--- config.mk ---
export PLATFORM = sky130hd
export DESIGN_NAME = traffic_light_mode_supervisor
export DESIGN_NICKNAME = d
export VERILOG_FILES = /design/src/rtl/traffic_light_mode_supervisor.sv
export SDC_FILE = /design/constraint.sdc
export NUM_CORES = 1
export LEC_CHECK = 0
export ABC_AREA = 0
export BUFFER_PORTS_ARGS = -buffer_cell sky130_fd_sc_hd__buf_2
export CAP_MARGIN = 5
export CORE_UTILIZATION = 45
export DETAILED_ROUTE_END_ITERATION = 7
export GPL_ROUTABILITY_DRIVEN = 0
export PLACE_DENSITY = 0.74
export SLEW_MARGIN = 20
export SYNTH_ARGS = -nofsm -noshare
export SYNTH_HDL_FRONTEND = slang
export SYNTH_SLANG_ARGS = --single-unit
--- constraint.sdc ---
create_clock -name clk -period 2.13 [get_ports clk]
set_input_delay 0.213 -clock clk [delete_from_list [all_inputs] [get_ports clk]]
set_output_delay 0.213 -clock clk [all_outputs]
set_load 0.05 [all_outputs]
--- src/rtl/traffic_light_mode_supervisor.sv ---
// rtl/traffic_light_mode_supervisor.sv - supervises startup, normal, flashing and all-red clearance modes of a traffic controller
module traffic_light_mode_supervisor #(
  parameter int STARTUP_CYCLES  = 30,
  parameter int CLEAR_CYCLES    = 20,
  parameter int DEBOUNCE_CYCLES = 16
) (
  input  logic       clk,
  input  logic       reset_n,
  input  logic       flash_req,
  input  logic       fault,
  input  logic       fault_clr,
  input  logic [2:0] norm_pri_ryb,
  input  logic [2:0] norm_sec_ryb,
  input  logic [2:0] flash_pri_ryb,
  input  logic [2:0] flash_sec_ryb,
  output logic       normal_ssm_idle,
  output logic       flashing_mode_ssm_idle,
  output logic [2:0] pri_ryb,
  output logic [2:0] sec_ryb,
  output logic [2:0] mode,
  output logic       fault_latched
);

  localparam logic [2:0] RED    = 3'b100;
  localparam logic [2:0] GREEN  = 3'b001;

  localparam logic [15:0] STARTUP_LOAD = 16'(STARTUP_CYCLES);
  localparam logic [15:0] CLEAR_LOAD   = 16'(CLEAR_CYCLES);
  localparam logic [15:0] DB_LAST      = 16'(DEBOUNCE_CYCLES - 1);

  typedef enum logic [2:0] {
    ST_STARTUP         = 3'd0,
    ST_NORMAL          = 3'd1,
    ST_CLEAR_TO_FLASH  = 3'd2,
    ST_FLASH           = 3'd3,
    ST_CLEAR_TO_NORMAL = 3'd4
  } state_t;

  state_t      state;
  state_t      next_state;
  logic        timer_load;
  logic [15:0] state_timer;
  logic        timer_done;

  logic        sync_1;
  logic        sync_2;
  logic [15:0] db_cnt;
  logic        flash_req_db;

  logic        conflict;
  logic        want_flash;
  logic [2:0]  pri_d;
  logic [2:0]  sec_d;
  logic        normal_idle_d;
  logic        flash_idle_d;

  assign timer_done = (state_timer == 16'd0);
  assign want_flash = flash_req_db | fault_latched;
  assign mode       = state;

  // Two-flop synchronizer for the asynchronous operator switch.
  always_ff @(posedge clk or negedge reset_n) begin
    if (!reset_n) begin
      sync_1 <= 1'b0;
      sync_2 <= 1'b0;
    end else begin
      sync_1 <= flash_req;
      sync_2 <= sync_1;
    end
  end

  // Debounce: accept the new level only after DEBOUNCE_CYCLES consecutive mismatches.
  always_ff @(posedge clk or negedge reset_n) begin
    if (!reset_n) begin
      db_cnt       <= 16'd0;
      flash_req_db <= 1'b0;
    end else if (sync_2 != flash_req_db) begin
      if (db_cnt == DB_LAST) begin
        flash_req_db <= sync_2;
        db_cnt       <= 16'd0;
      end else begin
        db_cnt <= db_cnt + 16'd1;
      end
    end else begin
      db_cnt <= 16'd0;
    end
  end

  // Dwell timer: loads on entry to a clearance, counts down and holds at zero.
  always_ff @(posedge clk or negedge reset_n) begin
    if (!reset_n) begin
      state_timer <= STARTUP_LOAD;
    end else if (timer_load) begin
      state_timer <= CLEAR_LOAD;
    end else if (!timer_done) begin
      state_timer <= state_timer - 16'd1;
    end
  end

  // State register.
  always_ff @(posedge clk or negedge reset_n) begin
    if (!reset_n) begin
      state <= ST_STARTUP;
    end else begin
      state <= next_state;
    end
  end

  // Next-state decision and clearance timer loads.
  always_comb begin
    next_state = state;
    timer_load = 1'b0;
    case (state)
      ST_STARTUP: begin
        if (timer_done) begin
          next_state = want_flash ? ST_FLASH : ST_NORMAL;
        end
      end
      ST_NORMAL: begin
        if (want_flash) begin
          next_state = ST_CLEAR_TO_FLASH;
          timer_load = 1'b1;
        end
      end
      ST_CLEAR_TO_FLASH: begin
        if (timer_done) begin
          next_state = ST_FLASH;
        end
      end
      ST_FLASH: begin
        if (!want_flash) begin
          next_state = ST_CLEAR_TO_NORMAL;
          timer_load = 1'b1;
        end
      end
      ST_CLEAR_TO_NORMAL: begin
        if (timer_done) begin
          next_state = want_flash ? ST_FLASH : ST_NORMAL;
        end
      end
      default: begin
        next_state = ST_CLEAR_TO_FLASH;
        timer_load = 1'b1;
      end
    endcase
  end

  // Lamp source selection for the upcoming state; an illegal green pattern is never displayed.
  always_comb begin
    conflict      = 1'b0;
    pri_d         = RED;
    sec_d         = RED;
    normal_idle_d = 1'b1;
    flash_idle_d  = 1'b1;
    case (next_state)
      ST_NORMAL: begin
        normal_idle_d = 1'b0;
        if ((norm_pri_ryb == GREEN) && (norm_sec_ryb == GREEN)) begin
          conflict = 1'b1;
        end else begin
          pri_d = norm_pri_ryb;
          sec_d = norm_sec_ryb;
        end
      end
      ST_FLASH: begin
        flash_idle_d = 1'b0;
        if ((flash_pri_ryb == GREEN) || (flash_sec_ryb == GREEN)) begin
          conflict = 1'b1;
        end else begin
          pri_d = flash_pri_ryb;
          sec_d = flash_sec_ryb;
        end
      end
      default: begin
        pri_d = RED;
        sec_d = RED;
      end
    endcase
  end

  // Registered lamp, idle and sticky fault outputs.
  always_ff @(posedge clk or negedge reset_n) begin
    if (!reset_n) begin
      pri_ryb                <= RED;
      sec_ryb                <= RED;
      normal_ssm_idle        <= 1'b1;
      flashing_mode_ssm_idle <= 1'b1;
      fault_latched          <= 1'b0;
    end else begin
      pri_ryb                <= pri_d;
      sec_ryb                <= sec_d;
      normal_ssm_idle        <= normal_idle_d;
      flashing_mode_ssm_idle <= flash_idle_d;
      if (fault || conflict) begin
        fault_latched <= 1'b1;
      end else if (fault_clr) begin
        fault_latched <= 1'b0;
      end
    end
  end

endmodule

Word level (Yosys, flattened, before mapping)
Index checks and enable logic that the tools add are counted.
{ "totals": {"input_bits": 17, "latchBits": 0, "regBits": 47, "memories": 0, "ramBits": 0, "romBits": 0, "elab_cells": 62} }
{ "classes": {"eq_ne": 13, "magnitude_cmp": 0, "n_mul": 0, "shifts": 0, "n_mux": 26, "div": 0, "reduce_logical": 9, "bitwise_logic": 1, "addsub": 2} }
{ "op_table": {"columns": ["cell", "count"], "rows": [
  ["16-bit two-way mux", 4],
  ["3-bit two-way mux", 8],
  ["3-bit by 1-bit equality test with 1-bit output (second input constant)", 6],
  ["16-bit by 1-bit adder with 16-bit output (second input constant)", 1],
  ["16-bit by 4-bit equality test with 1-bit output (second input constant)", 1],
  ["16-bit zero test", 1],
  ["16-bit by 1-bit subtractor with 16-bit output (second input constant)", 1],
  ["3-bit case mux with 2 select lines", 2],
  ["3-bit case mux with 4 select lines", 1],
  ["3-bit by 2-bit equality test with 1-bit output (second input constant)", 3],
  ["1-bit two-way mux", 8],
  ["3-bit equality test (second input constant)", 1],
  ["3-bit zero test", 1],
  ["1-bit case mux with 3 select lines", 1],
  ["3-bit OR reduction", 1],
  ["1-bit logical OR", 2],
  ["2-bit two-way mux", 1],
  ["2-bit inequality test (second input constant)", 1],
  ["1-bit case mux with 2 select lines", 1],
  ["2-bit AND reduction", 1],
  ["2-bit nonzero test", 1],
  ["2-bit OR reduction", 1],
  ["1-bit logical AND", 1],
  ["1-bit inequality test", 1],
  ["1-bit OR", 1]
]} }

Depth between registers and ports, before layout
Gate-level depths: netlist of run 1.
{ "logic_depth": {"word_depth": 8, "ltp_mapped": 8} }

Least setup slack after synthesis of run 1
No wires, ideal clock.
{ "synth_path": {"path_kind": "register to register", "start": "register state_timer[0]", "end": "register fault_latched", "path_slack_ps": 144, "path_buffers": 0, "arrival_ps": 1843, "path_stages_with_launch": 8, "synth_period_minus_slack_ps": 1986, "required_time_ps": 1987, "path_cell_list": "dfrtp_1 -> inv_1 -> ha_1 -> or4b_2 -> nor4_4 -> o21ai_1 -> a221oi_1 -> o21ai_0"} }
{ "synth_between": {"elab_chain_cells": 7, "elab_cells_between_ends": 10} }
{ "synth_lines": {"columns": ["element", "line_no", "rtl"], "rows": [
  ["start, declared", "42", "logic [15:0] state_timer;"],
  ["start signal, assigned", "96", "state_timer <= state_timer - 16'd1;"],
  ["16-bit zero test (*)", "57", "assign timer_done = (state_timer == 16'd0);"],
  ["3-bit two-way mux (on tied branches)", "115, 137, 126", null],
  ["3-bit case mux with 4 select lines (*)", "113", "case (state)"],
  ["3-bit by 2-bit equality test with 1-bit output or 3-bit by 1-bit equality test with 1-bit output (tied branches)", "155", "case (next_state)"],
  ["1-bit case mux with 2 select lines (*)", "155", null],
  ["1-bit logical OR (*)", "194", "if (fault || conflict) begin"],
  ["1-bit two-way mux or 2-bit nonzero test (tied branches)", null, null],
  ["end signal, assigned", "188", "fault_latched <= 1'b0;"],
  ["end signal, assigned", "195", "fault_latched <= 1'b1;"],
  ["end signal, assigned", "197", "fault_latched <= 1'b0;"],
  ["end, declared", "21", "output logic fault_latched"]
]} }
Every way passes the cells marked *; elsewhere a longest branch is shown, timed or not.
A chain may end at the register's enable or synchronous reset.

Final worst setup path of run 1
{ "layout_path": {"start": "register state_timer[6]", "end": "register state_timer[12]"} }
{ "layout_between": {"elab_chain_cells": 3, "elab_cells_between_ends": 5} }
{ "layout_lines": {"columns": ["element", "line_no", "rtl"], "rows": [
  ["16-bit by 1-bit subtractor with 16-bit output", "96", null],
  ["16-bit two-way mux", "95", "end else if (!timer_done) begin"],
  ["16-bit two-way mux", "93", "end else if (timer_load) begin"]
]} }
Parallel ways exist; a longest one is shown, timed or not. The select of a mux whose other input is x is not followed.

==> reports/results.ini, run 1 <==
[logic_synthesis]
synthMuxAreaShare=0.00489
syn_nets=243
yosysWarnings=0
synthesis.area_mm2=0.00230
synthXorXnorAreaFrac=0.103
synth_top_area_frac=0.423
netlist.top_cell.by_area=dfrtp_1
ys_types=48
yosys.area_share.simple=0.277
synthTopCellsByCount=39 x dfrtp_1, 38 x nor2_1, 15 x xor2_1
synth_edf_count=0
syn_area_per_cell_um2=10.3
ys_seq_area_frac=0.515
ys.flop_type=dfrtp_1
synth.most_common_cell=dfrtp_1
ys_async_sr_fraction=1.00
synth.top_cells.by_area=dfrtp_1 42%, dfstp_2 9.1%, nor2_1 6.2%
postSynthCellCount=224
synthAdderAreaFrac=0.0109
synth_top_family_by_area=simple AND/OR/NAND/NOR gates
ys_seq_elements=47
synth_compound_area_frac=0.0738

[worst_setup_path]
ff2ff_setup_slack_ps=100
cp.buffers_inverters=0
required_ps=2320
slowest_delay_ps=620
crit_slowest_cell=or4_4
rr_endpoint=state_timer[12]$_DFFE_PN0P_
critPathKind=reg2reg
path_cells=or4_4 -> nor4_4 -> nor3b_2 -> xnor2_1 -> nor2_1
start_kind=flip-flop
crit_family=simple AND/OR/NAND/NOR gates
worstSetupEndpointType=flip-flop
rr_worst_depth=5
critPathArrivalTime_ps=2220
worstPathMaxFanout=7
r2r_start=state_timer[6]$_DFFE_PN0P_

[global_routing]
grt_pass1_vias=1686
grt_overflow=0
grt_max_degree=23
grt_antenna_before_repair=0
grt_pass1_wl_um=7500
grt_usage=0.185

[worst_hold_path]
min_delay_path_depth=1
hold_path.class=in2reg
min_from=flash_req
hold_path_end=sync_1$_DFF_PN0_

[pwr]
power_density_mw_per_mm2=1020
p_total_mw=2.78
p_leak_nw=1.19
irDropWorstVdd_mv=0.621

[timing]
worst_pin_slew_ps=535
finalCritPeriodShare=0.955
finClkSkew_ps=13.6
finalHoldViolCount=0
rsz0062_at_grt=true
fmax_mhz=492
setup_viol=0
slew_viol_final=0
period_minus_slack_ps=2030
relSlewSlack=0.643

[job]
maxCapViolations=0

[floorplanning]
dieArea_mm2=0.00541
core_mm2=0.00482
initial_core_util=0.478
die_w_um=73.6
io_pins=29
fp-row-count=25
die_h_um=73.6

[clock_tree]
cts_max_level=2
cts_sinks=47
cts_tree=yes
cts-root-buf=clkbuf_8
clock_path_buffers=2
clkTransAtPathRegs_ps=90
clk_latency_ps=300
cts_buffers=5

[placed_design]
placed_cells=326
place_area_mm2=0.00258
place_hpwl_um=3300
port-buffer-count=28

[final_layout]
num_antenna_cells=0
syn_to_final_growth_pct=18.2
drive_gt1_frac=0.269
fin_nets=286
design_area_mm2=0.00272
post-route-util=0.565
fill_cells=448
instances_no_fill=335

[detailed_routing]
drc=0
ant_nets=0
initialDrtViolationCount=51
wirelength_um=4500
top_layer=met4
vias=1770
met3_wirelength_um=133
routedWlPerCell_um=13.4
routed-wl-met2_um=2220
via_per_inst=5.28
wl_met1_um=2070
firstDrtPassIters=4

[outcome]
status=completed

## layer usage
layer / vias to the layer above / GRT usage
li1: 886 / -
met1: 845 / 0.243
met2: 32 / 0.292
met3: 7 / 0.0384
met4: 0 / 0.0919
met5: - / 0
## power by group
group	total [mW]	internal, mW	switching (mW)
Combinational	0.912	0.386	0.526
Clock	0.571	0.265	0.306
Sequential	1.30	1.09	0.210
Total	2.78	1.74	1.04
## through the flow
step	TNS, ps	hold slack [ps]	setup WS, ps
2_1_floorplan	0	-82.6	144
3_3_place_gp	0	147	135
3_5_place_dp	0	159	45.8
4_1_cts	0	7.69	47.6
5_1_grt	-17.8	3.50	-17.8
6_report	0	16.8	96.2
## state kept, by name, indices dropped and copies added (netlist names)
name,count
flash_req_db,1
db_cnt,16
state_timer,16
flashing_mode_ssm_idle,1
sync_1,1
pri_ryb,3
mode,3
sync_2,1
fault_latched,1
normal_ssm_idle,1
sec_ryb,3
## layout by cell type, fill, tap and decap left out, types with 2 or more instances in the layout
cell type,n
a2111oi_1,2
a211oi_1,2
a21oi_1,10
and3_1,4
and4_1,3
buf_2,28
buf_4,10
clkbuf_8,6
clkinvlp_4,2
dfrtp_1,39
dfstp_2,8
ha_1,2
inv_1,3
nand2_1,13
nand3_1,13
nand4_1,5
nor2_1,38
nor3_1,5
nor3b_1,6
nor4_1,4
nor4_2,2
nor4_4,2
nor4b_1,2
o21ai_0,3
o21ai_1,3
or4_4,2
xnor2_1,12
xor2_1,15
## cell type report
| cell class | count | area, µm² | area share |
|---|---|---|---|
| clock inverters | 2 | 16.3 | 0.00597 |
| repair buffers | 39 | 225 | 0.0827 |
| flip-flops and latches | 47 | 1190 | 0.435 |
| multi-input cells | 169 | 1110 | 0.407 |
| well taps | 67 | 83.8 | 0.0308 |
| inverters | 5 | 22.5 | 0.00827 |
| clock buffers | 6 | 82.6 | 0.0303 |
## worst max path at each step
stage	from	end	slack, ps	cells past startpoint
2_1_floorplan	state_timer[0]$_DFFE_PN0P_	fault_latched$_DFFE_PN0P_	140	7
3_3_place_gp	state_timer[0]$_DFFE_PN0P_	fault_latched$_DFFE_PN0P_	140	7
3_5_place_dp	state_timer[0]$_DFFE_PN0P_	fault_latched$_DFFE_PN0P_	50	7
4_1_cts	state_timer[0]$_DFFE_PN0P_	fault_latched$_DFFE_PN0P_	50	7
5_1_grt	state_timer[6]$_DFFE_PN0P_	state_timer[12]$_DFFE_PN0P_	-20	5
6_report	state_timer[6]$_DFFE_PN0P_	state_timer[12]$_DFFE_PN0P_	100	5
## what timing repair did
item	in CTS	in global routing
hold buffers	1	0
gates resized for setup	0	8
endpoints found under the setup margin	0	11
buffers inserted	0	0
endpoints found under the hold margin	13	0
## kinds of logic after synthesis
kind of cell	Yosys count
buf+inv	8
flops	47
mux	1
fa+ha+maj	2
compound gates	27
xor+xnor	27
simple gates	112
Note: power is estimated with default switching activity, not from simulation.
==> inputs of run 2 (changes only) <==
--- a/config.mk
+++ b/config.mk
@@ -8,10 +8,10 @@
 export ABC_AREA = 0
 export BUFFER_PORTS_ARGS = -buffer_cell sky130_fd_sc_hd__buf_2
 export CAP_MARGIN = 5
-export CORE_UTILIZATION = 45
+export CORE_UTILIZATION = 51
 export DETAILED_ROUTE_END_ITERATION = 7
 export GPL_ROUTABILITY_DRIVEN = 0
-export PLACE_DENSITY = 0.74
+export PLACE_DENSITY = 0.81
 export SLEW_MARGIN = 20
 export SYNTH_ARGS = -nofsm -noshare
 export SYNTH_HDL_FRONTEND = slang
==> run 2 against run 1 <==
  * The flow now finishes with violations (design-rule violations, negative hold slack)
  * Sequential cell count is the same
  * Largest cell class unchanged
  * Critical endpoint is now mode[2]$_DFF_PN0_
  * Design area shrank 1.4%
  * Sequential power barely moved
  * Count of clock-buffer cells in the layout is 1 lower
  * Clock power grew 17%
  * Global-route usage grew 1.5 points
==> reports/results.ini, run 2 (synthesized netlist as in run 1, its figures left out) <==
[placed_design]
port-buffer-count=28  ; unchanged
dp_slack_ps=69.9  ; +24.1 ps
placed_cells=309  ; -5.2%
place_hpwl_um=3240  ; -1.8%

[detailed_routing]
routedWlPerCell_um=14.3  ; +6.5%
via_per_inst=5.65  ; +6.9%
initialDrtViolationCount=87  ; +71%
vias=1790  ; +1.1%
drc=1  ; +1
ant_nets=0  ; unchanged
firstDrtPassIters=6  ; +2
wirelength_um=4540  ; +0.78%

[clock_tree]
cts_sinks=47  ; unchanged
cts_setup_buffers=0  ; unchanged
ctsResizeCount=0  ; unchanged
hold_buffers=0  ; -1
clk_latency_ps=300  ; about the same
cts_buffers=5  ; unchanged
clkTransAtPathRegs_ps=90  ; about the same
cts_max_level=2  ; unchanged
clock_path_buffers=2  ; unchanged
cts_tree=yes
cts-root-buf=clkbuf_8

[final_layout]
final_cell_mix=39 x dfrtp_1, 38 x nor2_1, 28 x buf_2
final_common_cell=dfrtp_1
register_area_mm2=0.00119  ; unchanged
fill_cells=344  ; -23%
instances_no_fill=317  ; -5.4%
top_regs=db_cnt: 16 flops, state_timer: 16 flops
drive_gt1_frac=0.257  ; -0.0121
multiInputGateArea_mm2=0.00110  ; -0.79%
syn_to_final_growth_pct=16.5
num_antenna_cells=0  ; unchanged
fin_nets=283  ; -1.0%

[floorplanning]
die_h_um=69.2  ; -5.9%
die_w_um=69.2  ; -5.9%
dieArea_mm2=0.00479  ; -11%
fp-row-count=24  ; -4.0%
io_pins=29  ; unchanged
initial_core_util=0.529  ; +0.0509
core_mm2=0.00435  ; -9.6%

[timing]
finClkSkew_ps=5.81  ; -7.78 ps
worst_pin_slew_ps=577  ; +42.0 ps
slew_viol_final=0  ; unchanged
hold_ws_ps=-13.0  ; -29.7 ps
worst_slack_ps=126  ; +29.5 ps
setup_viol=0  ; unchanged
finalHoldViolCount=22  ; +22
rsz0062_at_grt=false
finalCritPeriodShare=0.941  ; -0.0139
relSlewSlack=0.615  ; -0.0280
tns_ps=0  ; unchanged
period_minus_slack_ps=2000  ; -29.5 ps
fmax_mhz=499  ; +1.5%

[worst_setup_path]
start_kind=flip-flop
required_ps=2320  ; about the same
worstPathMaxFanout=7  ; unchanged
crit_end=mode[2]$_DFF_PN0_
critPathLaunch=state_timer[6]$_DFFE_PN0P_
ff2ff_setup_slack_ps=130  ; +30 ps
rr_endpoint=mode[2]$_DFF_PN0_
critPathKind=reg2reg
worstSetupEndpointType=flip-flop
critPathArrivalTime_ps=2200  ; -20 ps
r2r_start=state_timer[6]$_DFFE_PN0P_
rr_worst_depth=4  ; -1

[global_routing]
grt_antenna_before_repair=0  ; unchanged
busiest_layer=met2
grt.met2_usage=0.326  ; +0.0342
use_met3=0.0465  ; +0.00810
grt_overflow=0  ; unchanged
grt_usage=0.201  ; +0.0152
grt_max_degree=48  ; +110%
grt_pass1_vias=1695  ; +0.53%
grt_util_met1=0.267  ; +0.0241
grt_pass1_wl_um=7750  ; +3.3%

[pwr]
p_leak_nw=1.18  ; -0.17%
irDropWorstVdd_mv=0.873  ; +40%
power_density_mw_per_mm2=1070  ; +4.4%

[worst_hold_path]
hold_path.class=in2async

[outcome]
violations=design-rule violations, negative hold slack
status=complete, but fails checks

[job]
maxCapViolations=0  ; unchanged

==> run 2: worst min path at each step <==
| stage | to | slack, ps | start |
|---|---|---|---|
| floorplan | db_cnt[0]$_DFF_PN0_ | -80 | reset_n |
| global placement | db_cnt[10]$_DFF_PN0_ | 330 | reset_n |
| detailed placement | sync_1$_DFF_PN0_ | 330 | flash_req |
| CTS | state_timer[7]$_DFFE_PN0P_ | 6 | reset_n |
| global route | sync_1$_DFF_PN0_ | 2 | flash_req |
| finish | state_timer[15]$_DFFE_PN0P_ | -10 | reset_n |
==> run 2: stage by stage <==
stage,utilization,power (mW),instance area (µm²)
5_1_grt,0.617,3.03,2690
2_1_floorplan,-,1.92,2300
3_3_place_gp,0.586,2.13,2550
4_1_cts,0.613,2.85,2670
3_5_place_dp,0.586,2.16,2550
6_report,0.617,2.86,2690
==> run 2: final cells by class <==
class,instances,area share
clock buffer,5,0.0256
clock inverter,3,0.0177
inverter,5,0.00699
multi-input combinational,169,0.409
sequential,47,0.442
tap,52,0.0242
timing repair buffer,36,0.0746
==> run 2: where the power goes <==
part	leakage, nW	switching, mW	total (mW)	internal [mW]
clock	0.0587	0.312	0.668	0.356
sequential	0.601	0.209	1.30	1.09
combinational	0.525	0.523	0.898	0.374
==> run 2: routing by layer <==
layer | up-vias | share of wire
li1 | 873 | -
met3 | 6 | 0.029
met4 | 0 | 0.011
met1 | 882 | 0.47
met2 | 29 | 0.49
met5 | - | 0
==> run 2: critical path: stages (launching register included) <==
cell,delay [ps]
dfrtp_1,450
or4_4,610
nor4_4,390
nand2_1,170
a32o_1,280
